**config.mk**
```make
export PLATFORM = sky130hd
export DESIGN_NAME = uart_rx_buffer
export DESIGN_NICKNAME = d
export VERILOG_FILES = /design/src/rtl/uart_rx_buffer.sv
export SDC_FILE = /design/constraint.sdc
export NUM_CORES = 1
export LEC_CHECK = 0
export CAP_MARGIN = 20
export CORE_MARGIN = 1
export CORE_UTILIZATION = 55
export DETAILED_ROUTE_END_ITERATION = 16
export GPL_TIMING_DRIVEN = 1
export PLACE_DENSITY = 0.86
export SYNTH_ARGS = -nofsm -noshare
export SYNTH_HDL_FRONTEND = slang
export SYNTH_SLANG_ARGS = --single-unit
```
**constraint.sdc**
```tcl
create_clock -name clk -period 6.49 [get_ports clk]
set_clock_uncertainty 0.05 [all_clocks]
set_input_delay 1.298 -clock clk [delete_from_list [all_inputs] [get_ports clk]]
set_output_delay 1.298 -clock clk [all_outputs]
set_load 0.01 [all_outputs]
```
**src/rtl/uart_rx_buffer.sv**
```systemverilog
// rtl/uart_rx_buffer.sv - receive FIFO behind the UART receiver with strobe sync, overrun and irq
module uart_rx_buffer #(
  parameter int DEPTH      = 8,
  parameter int ADDR_W     = 3,
  parameter int IRQ_THRESH = 1
) (
  input  logic              clk,
  input  logic              reset,
  input  logic              RX_STATUS,
  input  logic [7:0]        RX_DATA,
  input  logic              rd_en,
  input  logic              clr_overrun,
  output logic [7:0]        rd_data,
  output logic              rx_valid,
  output logic              rx_full,
  output logic [ADDR_W:0]   count,
  output logic              overrun,
  output logic              irq
);

  localparam logic [ADDR_W:0] FULL_COUNT = (ADDR_W + 1)'(DEPTH);
  localparam logic [ADDR_W:0] IRQ_COUNT  = (ADDR_W + 1)'(IRQ_THRESH);

  logic [7:0]        mem [DEPTH];
  logic [ADDR_W-1:0] wr_ptr;
  logic [ADDR_W-1:0] rd_ptr;
  logic              s1, s2, s3;
  logic              push;
  logic              pop;
  logic              do_write;
  logic              is_full;
  logic              is_empty;

  assign is_full  = (count == FULL_COUNT);
  assign is_empty = (count == '0);
  assign push     = s2 & ~s3;
  assign pop      = rd_en & ~is_empty;
  // A full FIFO still accepts a byte when the head is popped on the same edge.
  assign do_write = push & (~is_full | pop);

  // Chain resets high so a strobe already active at release is not seen as a rising edge.
  always_ff @(posedge clk or negedge reset) begin
    if (!reset) begin
      s1 <= 1'b1;
      s2 <= 1'b1;
      s3 <= 1'b1;
    end else begin
      s1 <= RX_STATUS;
      s2 <= s1;
      s3 <= s2;
    end
  end

  always_ff @(posedge clk) begin
    if (do_write) begin
      mem[wr_ptr] <= RX_DATA;
    end
  end

  always_ff @(posedge clk or negedge reset) begin
    if (!reset) begin
      wr_ptr <= '0;
      rd_ptr <= '0;
      count  <= '0;
    end else begin
      if (do_write) begin
        wr_ptr <= wr_ptr + 1'b1;
      end
      if (pop) begin
        rd_ptr <= rd_ptr + 1'b1;
      end
      if (do_write && !pop) begin
        count <= count + 1'b1;
      end else if (pop && !do_write) begin
        count <= count - 1'b1;
      end
    end
  end

  // Set takes priority over a coincident clear.
  always_ff @(posedge clk or negedge reset) begin
    if (!reset) begin
      overrun <= 1'b0;
    end else if (push && is_full && !pop) begin
      overrun <= 1'b1;
    end else if (clr_overrun) begin
      overrun <= 1'b0;
    end
  end

  assign rd_data  = is_empty ? 8'h00 : mem[rd_ptr];
  assign rx_valid = ~is_empty;
  assign rx_full  = is_full;
  assign irq      = (count >= IRQ_COUNT) | overrun;

endmodule

```
==> flow_summary.toml, run 1 <==
[outcome]
status = "finished clean"

[synth]
synth_ff_type = "edfxtp_1"
synthArstFlopShare = 0.1795
synthesis.area_um2 = 3229
synth_edf_count = 64
avgSynthCellArea_um2 = 16.07
syn_inst = 201
synth.top_cell.area_share = 0.5951
synth_top_cell_by_area = "edfxtp_1"
synth_seq_cells = 78
synth.distinct_cells = 32
ys_top_cells_by_area = "edfxtp_1 60%, mux2i_1 10%, dfrtp_1 8.5%"
syn_nets = 221
ys_seq_area_frac = 0.7048
yosysWarnings = 0

[power]
leakagePower_nw = 1.385
p_sw_frac = 0.3215
power_frac_comb = 0.378
pwr-share-clk = 0.190
internal_power_mw = 1.037
power_density_nw_per_um2 = 409.2
seqPwrFrac = 0.432
vdd_drop_max_mv = 0.2681
power_switching_uw = 491.2

[global_route]
grt_max_degree = 35
antenna_found_initial = 0
use_met1 = 0.2580
track_usage = 0.2004
grt_use_met3 = 0.04419
grt_pass1_wl_um = 8728
top_usage_layer = "met2"
grt_pass1_vias = 1731
grt_overflow = 0
use_met2 = 0.2983

[clock_network]
clk_pin_slew_ns = 0.07
cts_buffers = 9
cts-resized-gates = 0
tritoncts = "built"
cts_root_buffer = "clkbuf_8"
postCtsSetupRepairBufs = 0
holdBufCountCts = 0
clock_path_buffers = 2
clock-sinks = 78
clk_latency_ns = 0.34
cts-htree-levels = 3

[critical_path]
ff2ff_setup_slack_ns = 3.75
path_buf_inv = 2
critPathTopFamily = "simple AND/OR/NAND/NOR gates"
end_kind = "output pin"
slowest_delay_ns = 0.57
path_class = "reg -> out"
slowest_stage = "or3b_1"
cp-start-kind = "flip-flop"
path_max_fanout = 11
required_ns = 5.14
cp.arrival_ns = 2.43
crit_chain = "inv_1, ha_1, or3b_1, and3_1, clkdlybuf4s50_1"

[die]
rows = 27
die_h_um = 78.63
start_util = 0.5793
design.core.area_um2 = 5574
die_area_um2 = 6182
ios = 29
die_w_um = 78.63

[cells_and_area]
multi_input_area_um2 = 902.1
layout.cells.non_filler = 311
n_antenna_cell = 0
fin_util = 0.6700
design_area_um2 = 3735
nets = 255
register_area_um2 = 2276
syn_to_final_growth_pct = 15.65
nFillCells = 392
drive_above_1_share = 0.1004

[place]
dp.cells = 295
port_buffers = 28
detailed_place.area_um2 = 3575
gp_congestion = 0.7219
dp_hpwl_um = 3586
dpl_worst_slack_ns = 2.660

[sta]
tightest_slew_ns = 1.009
slew_viol_final = 0
timing.slew.headroom = 0.3251
rsz0062_at_grt = "no"
fmax_ghz = 0.2649
fin_crit_sh = 0.5817
hold_violations = 0
finalSetupViolCount = 0
final.min_clock_period_ns = 3.775
fin_setup_tns_ns = 0
setup_ws_ns = 2.715

[job]
cap_viol_max_count = 0

[detailed_routing]
wl_per_cell_um = 17.68
first_pass_iters = 5
vias = 1793
drt_iter0_markers = 136
drc = 0
ant_nets = 0
wl_um = 5499
drt-vias-per-instance = 5.765

[worst_hold_path]
worstHoldPathType = "reg -> reg"
[Yosys cell counts (3+ instances only)]
cell type,n
edfxtp_1,64
mux2i_1,33
a22oi_1,16
dfrtp_1,11
nor2_1,10
and3_1,9
ha_1,7
nand2_1,4
nand2b_1,4
xor2_1,4
buf_1,3
dfstp_2,3
inv_1,3
nor2b_1,3
xnor2_1,3
[placed cells by master (no fill, tap or decap), types with 4 or more instances in the layout]
cell and n:
and3_1 9, a22oi_1 16, nand2_1 4, clkbuf_8 9, nand2b_1 4, clkdlybuf4s50_1 28, ha_1 7, xor2_1 4
edfxtp_1 64, dfrtp_1 11, mux2i_1 33, nor2_1 10
[cell type report]
class | count | area share
Inverter | 3 | 0.003015
Tap cell | 72 | 0.02412
Clock buffer | 10 | 0.03417
Multi-Input combinational cell | 112 | 0.2415
Clock inverter | 5 | 0.007370
Timing Repair Buffer | 31 | 0.08040
Sequential cell | 78 | 0.6094
[power groups by stage]
stage / clock (mW) / sequential, mW / combinational (mW)
6_report: 0.290 / 0.660 / 0.578
5_1_grt: 0.316 / 0.668 / 0.627
4_1_cts: 0.297 / 0.659 / 0.583
3_5_place_dp: 0 / 0.670 / 0.581
3_3_place_gp: 0 / 0.665 / 0.565
2_1_floorplan: 0 / 0.663 / 0.362
[flip-flops by register name (all words and copies together), names as in the netlist]
register,count
s1,1
count,4
s3,1
rd_ptr,3
overrun,1
wr_ptr,3
s2,1
mem,64
[per-stage QoR]
step,power [mW],hold WS [ns]
after floorplan,1.025,0.2952
after global placement,1.229,0.2968
after detailed placement,1.250,0.2982
after CTS,1.540,0.3084
after global routing,1.610,0.3095
final,1.528,0.3069
[routing by layer]
metal	up-vias	routed length [µm]
met2	58	2734
li1	842	-
met4	0	108
met5	-	0
met1	883	2319
met3	10	336
[worst reg2reg max path: cells and delay by family (launching register included)]
family          cells  cell delay [ns]
xor+xnor            1             0.14
flops               1             0.48
simple gates        3             1.19
fa+ha+maj           2             0.53
compound gates      1             0.16
buf+inv             1             0.10
[cells by family (layout without fill, tap and decap cells)]
| family | count (synthesis) | in the layout | synth area share |
|---|---|---|---|
| buffers and inverters | 11 | 49 | 0.01588 |
| DFF | 78 | 78 | 0.7048 |
| adders and majority gates | 7 | 7 | 0.02712 |
| muxes | 35 | 35 | 0.1093 |
| and+or+nand+nor | 43 | 43 | 0.07826 |
| AOI/OAI and AO/OA | 20 | 20 | 0.04572 |
| xor gates and xnor gates | 7 | 7 | 0.01899 |
[worst paths after layout]
path,from,end,cells past startpoint
max,count[0],rd_data[7],5
min,s1,s2,0
max reg2reg,count[0],count[3],8
min reg2reg,s1,s2,0
max in group asynchronous,reset,wr_ptr[2],1
min in group asynchronous,reset,wr_ptr[0],1
Note: power is estimated with default switching activity, not from simulation.
==> inputs of run 2 (changes only) <==
Clock period 6.49 ns to 3.6 ns, I/O delays scaled along.
==> flow_summary.toml, run 2 (same netlist as run 1, synthesis figures left out) <==
[power]
p_sw_frac = 0.3135
power_frac_comb = 0.366
leakagePower_nw = 1.425
seqPwrFrac = 0.412
pwr-share-clk = 0.222
power_density_nw_per_um2 = 752.6
vdd_drop_max_mv = 0.4639
power_switching_uw = 901.3
power.total_mw = 2.875
internal_power_mw = 1.974

[sta]
rsz0062_at_grt = "no"
hold_violations = 0
fmax_ghz = 0.3182
final.min_clock_period_ns = 3.143
timing.slew.headroom = 0.4872
fin_crit_sh = 0.8730
tightest_slew_ns = 0.7677
finalSetupViolCount = 0
slew_viol_final = 0
holdWs_ns = 0.3106
fin_setup_tns_ns = 0

[cells_and_area]
mostFrequentLayoutCells = "64 x edfxtp_1, 33 x mux2i_1, 28 x clkdlybuf4s50_1, 16 x a22oi_1, 11 x dfrtp_1"
largestRegisters = "mem x64, count x4"
syn_to_final_growth_pct = 18.29
layout.cells.non_filler = 317
largest_reg_flops = 64
nFillCells = 389
drive_above_1_share = 0.1265
n_antenna_cell = 0
top_register = "mem"
layout_commonest_cell = "edfxtp_1"
nets = 260

[place]
dp.cells = 301
port_buffers = 28
dp_hpwl_um = 3636
gp_congestion = 0.7170

[critical_path]
slowest_delay_ns = 0.55
crit_end = "rd_data[4]"
rr_endpoint = "count[3]"
r2r_start = "count[0]"
crit_chain = "inv_1, ha_1, or3b_1, and3_1, clkdlybuf4s50_1"
required_ns = 2.83
cp-start-kind = "flip-flop"
end_kind = "output pin"
cp.arrival_ns = 2.37
ff2ff_setup_slack_ns = 0.88
path_class = "reg -> out"
startpoint = "count[0]"
slowest_stage = "or3b_1"
path_max_fanout = 11
worst-r2r-cell-count = 8

[die]
rows = 27
die_h_um = 78.63
design.core.area_um2 = 5574
ios = 29
start_util = 0.5793
die_w_um = 78.63
die_area_um2 = 6182

[clock_network]
clock-sinks = 78
clk_pin_slew_ns = 0.07
postCtsSetupRepairBufs = 0
cts-resized-gates = 0
clk_latency_ns = 0.34
tritoncts = "built"
cts_root_buffer = "clkbuf_8"
cts-htree-levels = 3
cts_buffers = 9
holdBufCountCts = 0
clock_path_buffers = 2

[detailed_routing]
wl_per_cell_um = 17.60
maxUsedRoutingLayer = "met4"
met1_length_um = 2351
drc = 0
first_pass_iters = 4
wl_met2_um = 2865
vias = 1773
ant_nets = 0
drt_iter0_markers = 107
wl_um = 5579
routed-wl-met3_um = 240
drt-vias-per-instance = 5.593

[global_route]
antenna_found_initial = 0
grt_max_degree = 35
grt_overflow = 0
grt_pass1_wl_um = 9032
track_usage = 0.2100
grt_pass1_vias = 1793

[outcome]
status = "finished clean"

[worst_hold_path]
holdPathStages = 0
worstHoldPathType = "reg -> reg"

[job]
cap_viol_max_count = 0
[run 2: cell types whose count changed in the layout (fill, tap and decap cells not counted)]
cell,change
clkinv_1,-1
clkinvlp_4,+2
buf_4,+6
clkbuf_8,+1
clkinv_2,-2
clkbuf_2,-1
bufinv_16,+1
[run 2: how the worst min path moves through the flow]
stage | start | to | slack, ns
floorplan | s1 | s2 | 0.30
global placement | s1 | s2 | 0.30
detailed placement | s1 | s2 | 0.30
CTS | s1 | s2 | 0.31
global route | s1 | s2 | 0.32
finish | s1 | s2 | 0.31
[run 2: final cells by class]
cell class | count | area [µm²] | share of cell area
clock inverter | 5 | 58.81 | 0.01539
clock buffer | 11 | 141.4 | 0.03701
inverter | 3 | 11.26 | 0.002948
tap | 72 | 90.09 | 0.02358
sequential | 78 | 2276 | 0.5958
timing repair buffer | 36 | 340.3 | 0.08909
multi-input combinational | 112 | 902.1 | 0.2362
[run 2: stage by stage]
stage / util / worst slack [ns] / cell area (µm²)
global route: 0.6853 / 0.3409 / 3820
finish: 0.6853 / 0.4572 / 3820
global placement: 0.6494 / 0.7649 / 3620
floorplan: - / 1.203 / 3229
CTS: 0.6853 / 0.4320 / 3820
detailed placement: 0.6494 / 0.7042 / 3620
[run 2: critical path: cells and delay by family, from the launching register on]
family,cells,cell delay (ns)
adder cells (fa/ha/maj),1,0.19
AND/OR/NAND/NOR,2,0.79
buffers and inverters,2,0.59
flip-flops,1,0.46
[run 2: metal layers]
metal,up-vias,GRT usage
met5,-,0
met4,0,0.1222
met3,11,0.04651
met2,49,0.3348
met1,865,0.2637
li1,848,-
[run 2: power by group through the flow]
stage	sequential (mW)	combinational, mW	clock, mW
after floorplan	1.19	0.653	0
after global placement	1.20	1.03	0
after detailed placement	1.21	1.06	0
after CTS	1.19	1.06	0.654
after global routing	1.20	1.14	0.691
final	1.18	1.05	0.640
